===== src/rtl/alu_iter_exec.sv =====
// EX-stage ALU: single-cycle add/sub/compare/logic/pass-B, iterative shifter.
// Latency: 1 cycle after accept; shifts 1 + ceil(shamt/SHIFT_STEP) cycles.
// Backpressure: ready_o drops while a shift iterates; flush_i aborts any op.
module alu_iter_exec #(
  parameter int XLEN       = 32,
  parameter int SHIFT_STEP = 1
) (
  input  logic            clk_i,
  input  logic            rst_i,
  input  logic            flush_i,
  input  logic            valid_i,
  output logic            ready_o,
  input  logic [3:0]      alu_op_i,
  input  logic [XLEN-1:0] operand_a_i,
  input  logic [XLEN-1:0] operand_b_i,
  output logic [XLEN-1:0] result_o,
  output logic            valid_o,
  output logic            busy_o
);

  localparam int            SW   = $clog2(XLEN);
  localparam logic [SW-1:0] STEP = SW'(SHIFT_STEP);

  typedef enum logic [1:0] {
    IDLE  = 2'd0,
    SHIFT = 2'd1,
    DONE  = 2'd2
  } state_t;

  state_t          state_q, state_d;
  logic [XLEN-1:0] sh_val_q;
  logic [XLEN-1:0] result_q;
  logic [XLEN-1:0] op_res;
  logic [XLEN-1:0] sh_next;
  logic [XLEN-1:0] res_d;
  logic [3:0]      sh_op_q;
  logic [SW-1:0]   rem_q;
  logic [SW-1:0]   shamt;
  logic [SW-1:0]   step_k;
  logic            accept;
  logic            is_shift;
  logic            load_res;
  logic            load_sh;

  assign ready_o  = (state_q != SHIFT);
  assign busy_o   = (state_q == SHIFT);
  assign valid_o  = (state_q == DONE);
  assign result_o = result_q;

  assign accept   = valid_i & ready_o & ~flush_i;
  assign shamt    = operand_b_i[SW-1:0];
  assign is_shift = (alu_op_i == 4'h7) || (alu_op_i == 4'h8) || (alu_op_i == 4'h9);
  // Last iteration may shift fewer than SHIFT_STEP bits.
  assign step_k   = (rem_q < STEP) ? rem_q : STEP;

  // Single-cycle result; shifts land here only when shamt is zero.
  always_comb begin
    op_res = '0;
    case (alu_op_i)
      4'h0: op_res = operand_a_i + operand_b_i;
      4'h1: op_res = operand_a_i - operand_b_i;
      4'h2: op_res = {{(XLEN-1){1'b0}}, ($signed(operand_a_i) < $signed(operand_b_i))};
      4'h3: op_res = {{(XLEN-1){1'b0}}, (operand_a_i < operand_b_i)};
      4'h4: op_res = operand_a_i ^ operand_b_i;
      4'h5: op_res = operand_a_i | operand_b_i;
      4'h6: op_res = operand_a_i & operand_b_i;
      4'h7, 4'h8, 4'h9: op_res = operand_a_i;
      4'hA: op_res = operand_b_i;
      default: op_res = '0;
    endcase
  end

  // One shifter iteration on the latched value; sra keeps the captured sign bit.
  always_comb begin
    sh_next = sh_val_q;
    case (sh_op_q)
      4'h7: sh_next = sh_val_q << step_k;
      4'h8: sh_next = sh_val_q >> step_k;
      4'h9: sh_next = $signed(sh_val_q) >>> step_k;
      default: sh_next = sh_val_q;
    endcase
  end

  // State register.
  always_ff @(posedge clk_i) begin
    if (rst_i) state_q <= IDLE;
    else       state_q <= state_d;
  end

  // Next-state and datapath load enables; flush overrides everything.
  always_comb begin
    state_d  = state_q;
    load_res = 1'b0;
    load_sh  = 1'b0;
    res_d    = op_res;
    case (state_q)
      IDLE, DONE: begin
        state_d = IDLE;
        if (accept) begin
          if (is_shift && (shamt != '0)) begin
            state_d = SHIFT;
            load_sh = 1'b1;
          end else begin
            state_d  = DONE;
            load_res = 1'b1;
          end
        end
      end
      SHIFT: begin
        if (rem_q == step_k) begin
          state_d  = DONE;
          load_res = 1'b1;
          res_d    = sh_next;
        end
      end
      default: state_d = IDLE;
    endcase
    if (flush_i) begin
      state_d  = IDLE;
      load_res = 1'b0;
      load_sh  = 1'b0;
    end
  end

  // Result holds until the next completion; shifter state advances while iterating.
  always_ff @(posedge clk_i) begin
    if (rst_i) begin
      result_q <= '0;
      sh_val_q <= '0;
      sh_op_q  <= 4'h0;
      rem_q    <= '0;
    end else begin
      if (load_res) result_q <= res_d;
      if (load_sh) begin
        sh_val_q <= operand_a_i;
        sh_op_q  <= alu_op_i;
        rem_q    <= shamt;
      end else if (state_q == SHIFT) begin
        sh_val_q <= sh_next;
        rem_q    <= rem_q - step_k;
      end
    end
  end

endmodule

===== config.mk =====
export PLATFORM = sky130hd
export DESIGN_NAME = alu_iter_exec
export DESIGN_NICKNAME = d
export VERILOG_FILES = /design/src/rtl/alu_iter_exec.sv
export SDC_FILE = /design/constraint.sdc
export NUM_CORES = 1
export LEC_CHECK = 0
export BUFFER_PORTS_ARGS = -buffer_cell sky130_fd_sc_hd__buf_2
export CAP_MARGIN = 10
export CORE_MARGIN = 1.5
export CORE_UTILIZATION = 50
export CTS_CLUSTER_SIZE = 40
export DETAILED_ROUTE_END_ITERATION = 8
export HOLD_SLACK_MARGIN = 0.03
export PLACE_DENSITY = 0.75
export SLEW_MARGIN = 10
export SYNTH_ARGS = -nofsm -noshare
export SYNTH_HDL_FRONTEND = slang
export SYNTH_SLANG_ARGS = --single-unit

===== constraint.sdc =====
create_clock -name clk_i -period 6.1 [get_ports clk_i]
set_input_delay 0.915 -clock clk_i [delete_from_list [all_inputs] [get_ports clk_i]]
set_output_delay 0.915 -clock clk_i [all_outputs]
set_load 0.05 [all_outputs]

### Word level (Yosys, flattened, before mapping)

Index checks and enable logic that the tools add are counted.

| operators by class | value |
|---|---|
| add/subtract/negate cells | 3 |
| magnitude comparators | 3 |
| equal/unequal tests | 18 |
| shift-type cells | 3 |
| multiplexer cells | 22 |
| bitwise gates (word level) | 6 |
| reductions and logical operators | 10 |

Operator list:

| kind | count |
|---|---|
| case mux 32 bit (9 select lines) | 1 |
| 2-to-1 mux 32 bit | 4 |
| case mux 32 bit (3 select lines) | 1 |
| less-than comparator 32 bit | 2 |
| adder 32 bit | 1 |
| bitwise AND 32 bit | 1 |
| bitwise OR 32 bit | 1 |
| << shifter 32 x 5 -> 32 bit | 1 |
| >> shifter 32 x 5 -> 32 bit | 1 |
| >>> shifter 32 x 5 -> 32 bit | 1 |
| subtractor 32 bit | 1 |
| bitwise XOR 32 bit | 1 |
| == test 4 x 3 -> 1 bit, second input constant | 5 |
| == test 4 bit, second input constant | 5 |
| 2-to-1 mux 5 bit | 3 |
| == test 4 x 2 -> 1 bit, second input constant | 2 |
| 2-to-1 mux 1 bit | 8 |
| 2-to-1 mux 2 bit | 3 |
| == test 5 bit | 1 |
| less-than comparator 5 x 1 -> 1 bit, second input constant | 1 |
| nonzero test 5 bit | 1 |
| subtractor 5 bit | 1 |
| == test 4 x 1 -> 1 bit, second input constant | 1 |
| zero test 4 bit | 1 |
| 13 further kinds | 17 |

| word-level totals | value |
|---|---|
| flip-flop bits (word level) | 75 |
| bits of input ports | 72 |
| output and inout port bits | 35 |
| logic and storage cells | 70 |

### Longest topological paths before layout

Gate-level depths: netlist of run 1.

| depth | value |
|---|---|
| word-level depth | 9 |
| depth in mapped cells | 13 |
| mapped depth without buffers | 13 |

### Worst setup path after synthesis of run 1

OpenSTA, ideal clock, no wires.

| path | value |
|---|---|
| path type | in2reg |
| start | in operand_a_i[0] |
| end | reg result_q[14], in the netlist result_o[14] |
| data arrival time | 3.349 ns |
| required time | 5.967 ns |
| path slack | 2.618 ns |
| stages | 11 |
| buffers on the path | 0 |
| path through | ha_1 -> fa_1 -> a21o_1 -> a31o_2 -> nor3_4 -> nor3_1 -> or2_1 -> a221o_1 -> a221o_1 -> a221oi_1 -> nor3_1 |

| between the ends | value |
|---|---|
| longest elaborated chain between the ends | 4 |
| elaborated cells between the ends (all ways) | 5 |
| classes of those cells | add/sub: 2; mux: 3 |

RTL lines:

| what | RTL line | RTL |
|---|---|---|
| start: declaration | 14 | `input logic [XLEN-1:0] operand_a_i,` |
| subtractor 32 bit or adder 32 bit (tied branches) | 61, 60 |  |
| case mux 32 bit (9 select lines) * | 59 | `case (alu_op_i)` |
| 2-to-1 mux 32 bit | 110 | `if (rem_q == step_k) begin` |
| 2-to-1 mux 32 bit * | 96 | `case (state_q)` |
| end signal: assignment | 133 | `if (load_res) result_q <= res_d;` |
| end: declaration | 32 | `logic [XLEN-1:0] result_q;` |

Every way passes the cells marked *; elsewhere a longest branch is shown, timed or not.
A chain may end at the register's enable or synchronous reset.

### Final worst setup path of run 1

| path | value |
|---|---|
| start | in operand_a_i[7] |
| end | reg result_q[27], in the netlist result_o[27] |

The elaborated chain is that of the path after synthesis.

==> results of run 1 <==
==> sequential cells by signal (all words and copies together), names as in the netlist <==
register  cells
state_q       2
sh_op_q       4
result_o     32
rem_q         5
sh_val_q     32
==> through the flow <==
| stage | util [%] | setup WS (ns) | total power (W) | instances |
|---|---|---|---|---|
| after floorplan | - | 2.62 | 0.00101 | 1330 |
| after global placement | 54.9 | 2.03 | 0.00120 | 1589 |
| after detailed placement | 54.9 | 1.99 | 0.00120 | 1589 |
| after CTS | 56.4 | 2.33 | 0.00172 | 1605 |
| after global routing | 56.4 | 2.07 | 0.00181 | 1605 |
| final | 56.4 | 2.18 | 0.00174 | 1605 |
==> critical path: stages <==
cell	delay, ns
buf_2	0.14
inv_1	0.06
ha_1	0.49
nor3_1	0.44
nand4_1	0.18
a21oi_1	0.41
nor3_2	0.14
o31ai_4	0.46
a311oi_2	0.28
mux2i_1	0.18
nor4_1	0.34
a2111oi_2	0.08
==> cell families (layout without fill, tap and decap cells) <==
kind of cell,count (synthesis),count (layout),synth area share (%)
AOI/OAI and AO/OA,522,522,38.4
and+or+nand+nor,407,407,20.6
buffers and inverters,201,247,8.77
muxes,10,10,1.08
adders and majority gates,100,100,13.6
DFF,75,75,16.1
xor gates and xnor gates,15,15,1.41
==> final cells by class <==
cell class / instances / area [µm²]
Clock buffer: 12 / 256
Timing Repair Buffer: 129 / 703
Tap cell: 229 / 287
Fill cell: 1773 / 7880
Multi-Input combinational cell: 1054 / 7050
Clock inverter: 4 / 25.0
Inverter: 102 / 383
Sequential cell: 75 / 1500
==> how the worst max path moves through the flow <==
stage,startpoint,endpoint,cells past startpoint,slack (ns)
5_1_grt,operand_a_i[12],result_o[31],12,2.07
6_report,operand_a_i[7],result_o[27],12,2.18
3_5_place_dp,operand_a_i[7],result_o[27],12,1.99
3_3_place_gp,operand_a_i[0],result_o[0],14,2.03
2_1_floorplan,operand_a_i[0],result_o[14],11,2.62
4_1_cts,operand_a_i[0],result_o[0],14,2.33
==> layer usage <==
layer | vias up | wire, µm | track usage, %
met4 | 0 | 1490 | 17.1
met2 | 726 | 15500 | 55.8
met3 | 105 | 3670 | 4.85
met5 | - | 0 | 0
li1 | 4975 | - | -
met1 | 5008 | 13800 | 45.2
==> Yosys cell counts, drive strengths merged (5+ instances only) <==
library cell    n  share of area, %
nor2          145               5.8
a21oi         141               7.6
nand2         109               4.4
inv           101               4.1
ha             98                13
o21ai          96               5.2
a22oi          78               6.3
dfxtp          75                16
clkbuf         71               2.9
nor3           39               2.4
a221oi         35               3.4
buf            28               1.8
nor4           21               1.6
a211oi         19               1.6
nand3          19               1.0
nand2b         17               1.1
o211ai         16               1.3
nand4          15               1.0
a21o           14               1.1
a221o          13               1.4
o21bai         12               1.0
o31ai          12               1.2
xnor2          11               1.0
a31oi          10              0.74
mux2i          10               1.1
nor2b           9              0.61
a2111oi         8               1.0
o21a            8              0.65
a311oi          7              0.86
o2111ai         6              0.56
o22ai           6              0.40
or2             6              0.40
o2111a          5              0.61
o221ai          5              0.47
or3             5              0.34
==> report_power, final <==
| group | internal [W] | total [W] | switching, W |
|---|---|---|---|
| Sequential | 0.000510 | 0.000527 | 0.0000165 |
| Combinational | 0.000223 | 0.000690 | 0.000467 |
| Clock | 0.000297 | 0.000520 | 0.000224 |
| Total | 0.00103 | 0.00174 | 0.000707 |
==> out/metrics.cfg, run 1 <==
[route]
viasPerCell = 6.74
routedWlPerCell_um = 21.5
route.detailed.drc = 10
vias = 10800
postRouteAntennaNets = 0
dr.pass1.iters = 8
wl_mm = 34.5
drtIter0Drc = 1214

[critical_path]
rrSetupSlack_ns = 2.22
r2r-end = result_o[13]
r2r_start = rem_q[2]
cp.required_ns = 6.30
worstPathMaxFanout = 12
end_kind = flip-flop
crit_type = primary input to flip-flop
arrival_ns = 4.12
reg2regPathDepth = 11
startpoint_type = primary input

[global_route]
antenna_found_initial = 0
first_global_vias = 10100
grt_pass1_wl_mm = 54.2
overflow = 0
grtUsageTotal_pct = 34.6
grt_max_degree = 76

[layout]
final_common_cell = nor2_1
final_area_um2 = 10200
syn_to_final_growth_pct = 9.69
final_cell_mix = nor2_1 (141), a21oi_1 (140), nand2_1 (109)
drive_above_1_share_pct = 13.7
final_nets = 1543
antenna_cells = 0

[placement]
dpl.hpwl_mm = 24.6
gp_congestion = 0.977
portBuffers = 106
post_dp_cell_area_um2 = 9930

[power]
p_leak_nw = 4.13
irDropWorstVdd_uv = 136
power_density_nw_per_um2 = 170

[yosys]
async_reset_ff_share_pct = 0
synth_nets = 1502
ys_seq_area_share_pct = 16.1
ys_warn_count = 0
ys_seq_elements = 75
synth-main-ff-cell = dfxtp_1
synth-edff-count = 0
ys_types = 87
synth_area_um2 = 9310
syn_area_per_cell_um2 = 7.00
synthCells = 1330

[clock_network]
cts_sinks = 75
numCtsBuffers = 9
holdBufCountCts = 0
cts_resized = 0
post-cts-setup-buffers = 0
root_buffer = clkbuf_16
clk_pin_slew_ns = 0.07
clk_latency_ns = 0.35
clk_path_buf_depth = 2
htree_levels = 3
cts_tree = done

[run]
cap_violations = 0

[timing]
setup_violations = 0
slew_viol_final = 0
relSlewSlack_pct = 22.7
skew_ns = 0.0117
worstMarginPinSlew_ns = 1.16
finalHoldViolCount = 0
rsz0062_at_grt = false
finalCritPeriodShare_pct = 64.3
fin_setup_tns_ns = 0
max_freq_mhz = 255
period_needed_ns = 3.92
whs_ns = 0.491

[hold_path]
worstHoldPathCells = 2
hold_path.class = flip-flop to flip-flop
min_to = sh_val_q[6]
hp-start = sh_val_q[6]

[floorplanning]
initial_core_util_pct = 51.4
die_w_um = 139
coreArea_um2 = 18100
dieArea_um2 = 19400
rows = 49
boundaryPins = 107
die_y_um = 139

[run_status]
violations = DRC
outcome = finished with violations

Power figures use the tool's default switching activity.
==> run 2: changes to the inputs <==
==> constraint.sdc (replaced) <==
create_clock -name clk_i -period 4.1 [get_ports clk_i]
set_input_delay 0.615 -clock clk_i [delete_from_list [all_inputs] [get_ports clk_i]]
set_output_delay 0.615 -clock clk_i [all_outputs]
set_load 0.05 [all_outputs]
==> run 2 against run 1 <==
Compared with the run above: the run still ends with DRC left; combinational power is 54% higher; via count up 1.5%; first-iteration DRC count rose by 7.7%; critical path depth shrank 2; critical path type is now flip-flop to flip-flop; critical endpoint is now result_o[13].
==> out/metrics.cfg, run 2 (same netlist as run 1, synthesis figures left out) <==
[timing]
fin_ws_ns = 0.393
max_freq_mhz = 270
rsz0062_at_grt = false
worstMarginPinSlew_ns = 1.01
relSlewSlack_pct = 32.8
finalHoldViolCount = 0
finalCritPeriodShare_pct = 90.4
fin_setup_tns_ns = 0
period_needed_ns = 3.71
skew_ns = 0.00971
slew_viol_final = 0
setup_violations = 0

[route]
wl_mm = 35.5
route.detailed.drc = 10
postRouteAntennaNets = 0
drtIter0Drc = 1308
dr.pass1.iters = 8
vias = 11000
routedWlPerCell_um = 21.7
viasPerCell = 6.72

[run_status]
outcome = finished with violations
violations = DRC

[floorplanning]
boundaryPins = 107
die_y_um = 139
coreArea_um2 = 18100
initial_core_util_pct = 51.4
die_w_um = 139
rows = 49
dieArea_um2 = 19400

[critical_path]
rrSetupSlack_ns = 0.39
worstPathMaxFanout = 15
critPathLaunch = rem_q[2]
startpoint_type = flip-flop
reg2regPathDepth = 10
r2r-end = result_o[13]
crit_type = flip-flop to flip-flop
critPathTopFamily = simple AND/OR/NAND/NOR gates
crit_cells = 10
cp_slowest_cell = nor2_1
crit_end = result_o[13]
cp.required_ns = 4.37
slowest_delay_ns = 0.79
critPathBufInv = 1
r2r_start = rem_q[2]
arrival_ns = 3.98
critical_path.cell_chain = nor3_1 -> nand2_1 -> nand2b_1 -> ha_1 -> nand3_1 -> buf_4 -> a21o_1 -> nor2_1 -> o21ai_0 -> a31oi_1
end_kind = flip-flop

[placement]
portBuffers = 106
dp_slack_ns = 0.302
gp_congestion = 1.01
post_dp_cell_area_um2 = 10100
dpl.hpwl_mm = 26.2

[layout]
multi_input_comb_area_um2 = 7050
final_nets = 1571
final_cell_mix = nor2_1 (142), a21oi_1 (140), nand2_1 (109)
final_common_cell = nor2_1
seqCellArea_um2 = 1500
antenna_cells = 0
syn_to_final_growth_pct = 12.6
num-fill-cells = 1702
final_area_um2 = 10500
drive_above_1_share_pct = 15.3

[power]
total_power_w = 0.00278
p_sw_share_pct = 38.5
p_switching_w = 0.00107
seq_power_share_pct = 28.3
irDropWorstVdd_uv = 213
power_density_nw_per_um2 = 265
power.internal_w = 0.00171
power.share.clock_pct = 33.7
combPwrFrac_pct = 38.0
p_leak_nw = 4.29

[global_route]
grtUsageTotal_pct = 35.7
antenna_found_initial = 0
grt_pass1_wl_mm = 55.6
grt_max_degree = 44
first_global_vias = 10100
overflow = 0

[clock_network]
clk_pin_slew_ns = 0.06
clk_path_buf_depth = 2
cts_tree = done
numCtsBuffers = 9
holdBufCountCts = 0
cts_resized = 0
htree_levels = 3
cts_sinks = 75
clk_latency_ns = 0.35
root_buffer = clkbuf_16
post-cts-setup-buffers = 0

[hold_path]
worstHoldPathCells = 2
hp-start = sh_val_q[6]
hold_path.class = flip-flop to flip-flop

[run]
cap_violations = 0

==> run 2: cell count changes in the layout (fill, tap and decap cells not counted), sizes merged <==
cell    delta
buf       +28
bufinv     +3
clkbuf     -2
clkinv     -1
==> run 2: power groups by stage <==
stage / Combinational [W] / Sequential (W) / Clock, W
6_report: 0.00106 / 0.000785 / 0.000937
5_1_grt: 0.00114 / 0.000786 / 0.000971
4_1_cts: 0.00103 / 0.000783 / 0.000939
3_5_place_dp: 0.00103 / 0.000799 / 0
3_3_place_gp: 0.00102 / 0.000798 / 0
2_1_floorplan: 0.000642 / 0.000867 / 0
==> run 2: through the flow <==
stage / instances / util [%] / hold WS (ns)
detailed placement: 1617 / 56.0 / 0.483
floorplan: 1330 / - / 0.456
global placement: 1617 / 56.0 / 0.476
CTS: 1633 / 57.9 / 0.495
global route: 1633 / 57.9 / 0.519
finish: 1633 / 57.9 / 0.493
==> run 2: layout make-up <==
class / count / share of cell area [%]
Inverter: 102 / 3.65
Clock buffer: 10 / 2.19
Timing Repair Buffer: 157 / 8.72
Clock inverter: 6 / 1.09
Sequential cell: 75 / 14.3
Tap cell: 229 / 2.73
Multi-Input combinational cell: 1054 / 67.3
==> run 2: worst min path at each step <==
stage / to / slack (ns)
after floorplan: sh_op_q[1] / 0.46
after global placement: result_o[8] / 0.48
after detailed placement: result_o[8] / 0.48
after CTS: sh_val_q[5] / 0.50
after global routing: result_o[1] / 0.52
final: sh_val_q[6] / 0.49
==> run 2: worst min-delay path: stages (launching register included) <==
cell and delay [ns]:
dfxtp_1 0.33, nand2_1 0.06, a21oi_1 0.05
==> run 2: layer usage <==
layer	GRT usage (%)	up-vias	wire (µm)
li1	-	5035	-
met1	45.8	5130	14100
met2	58.5	678	16100
met3	5.02	130	3380
met4	18.3	0	1910
met5	0	-	0
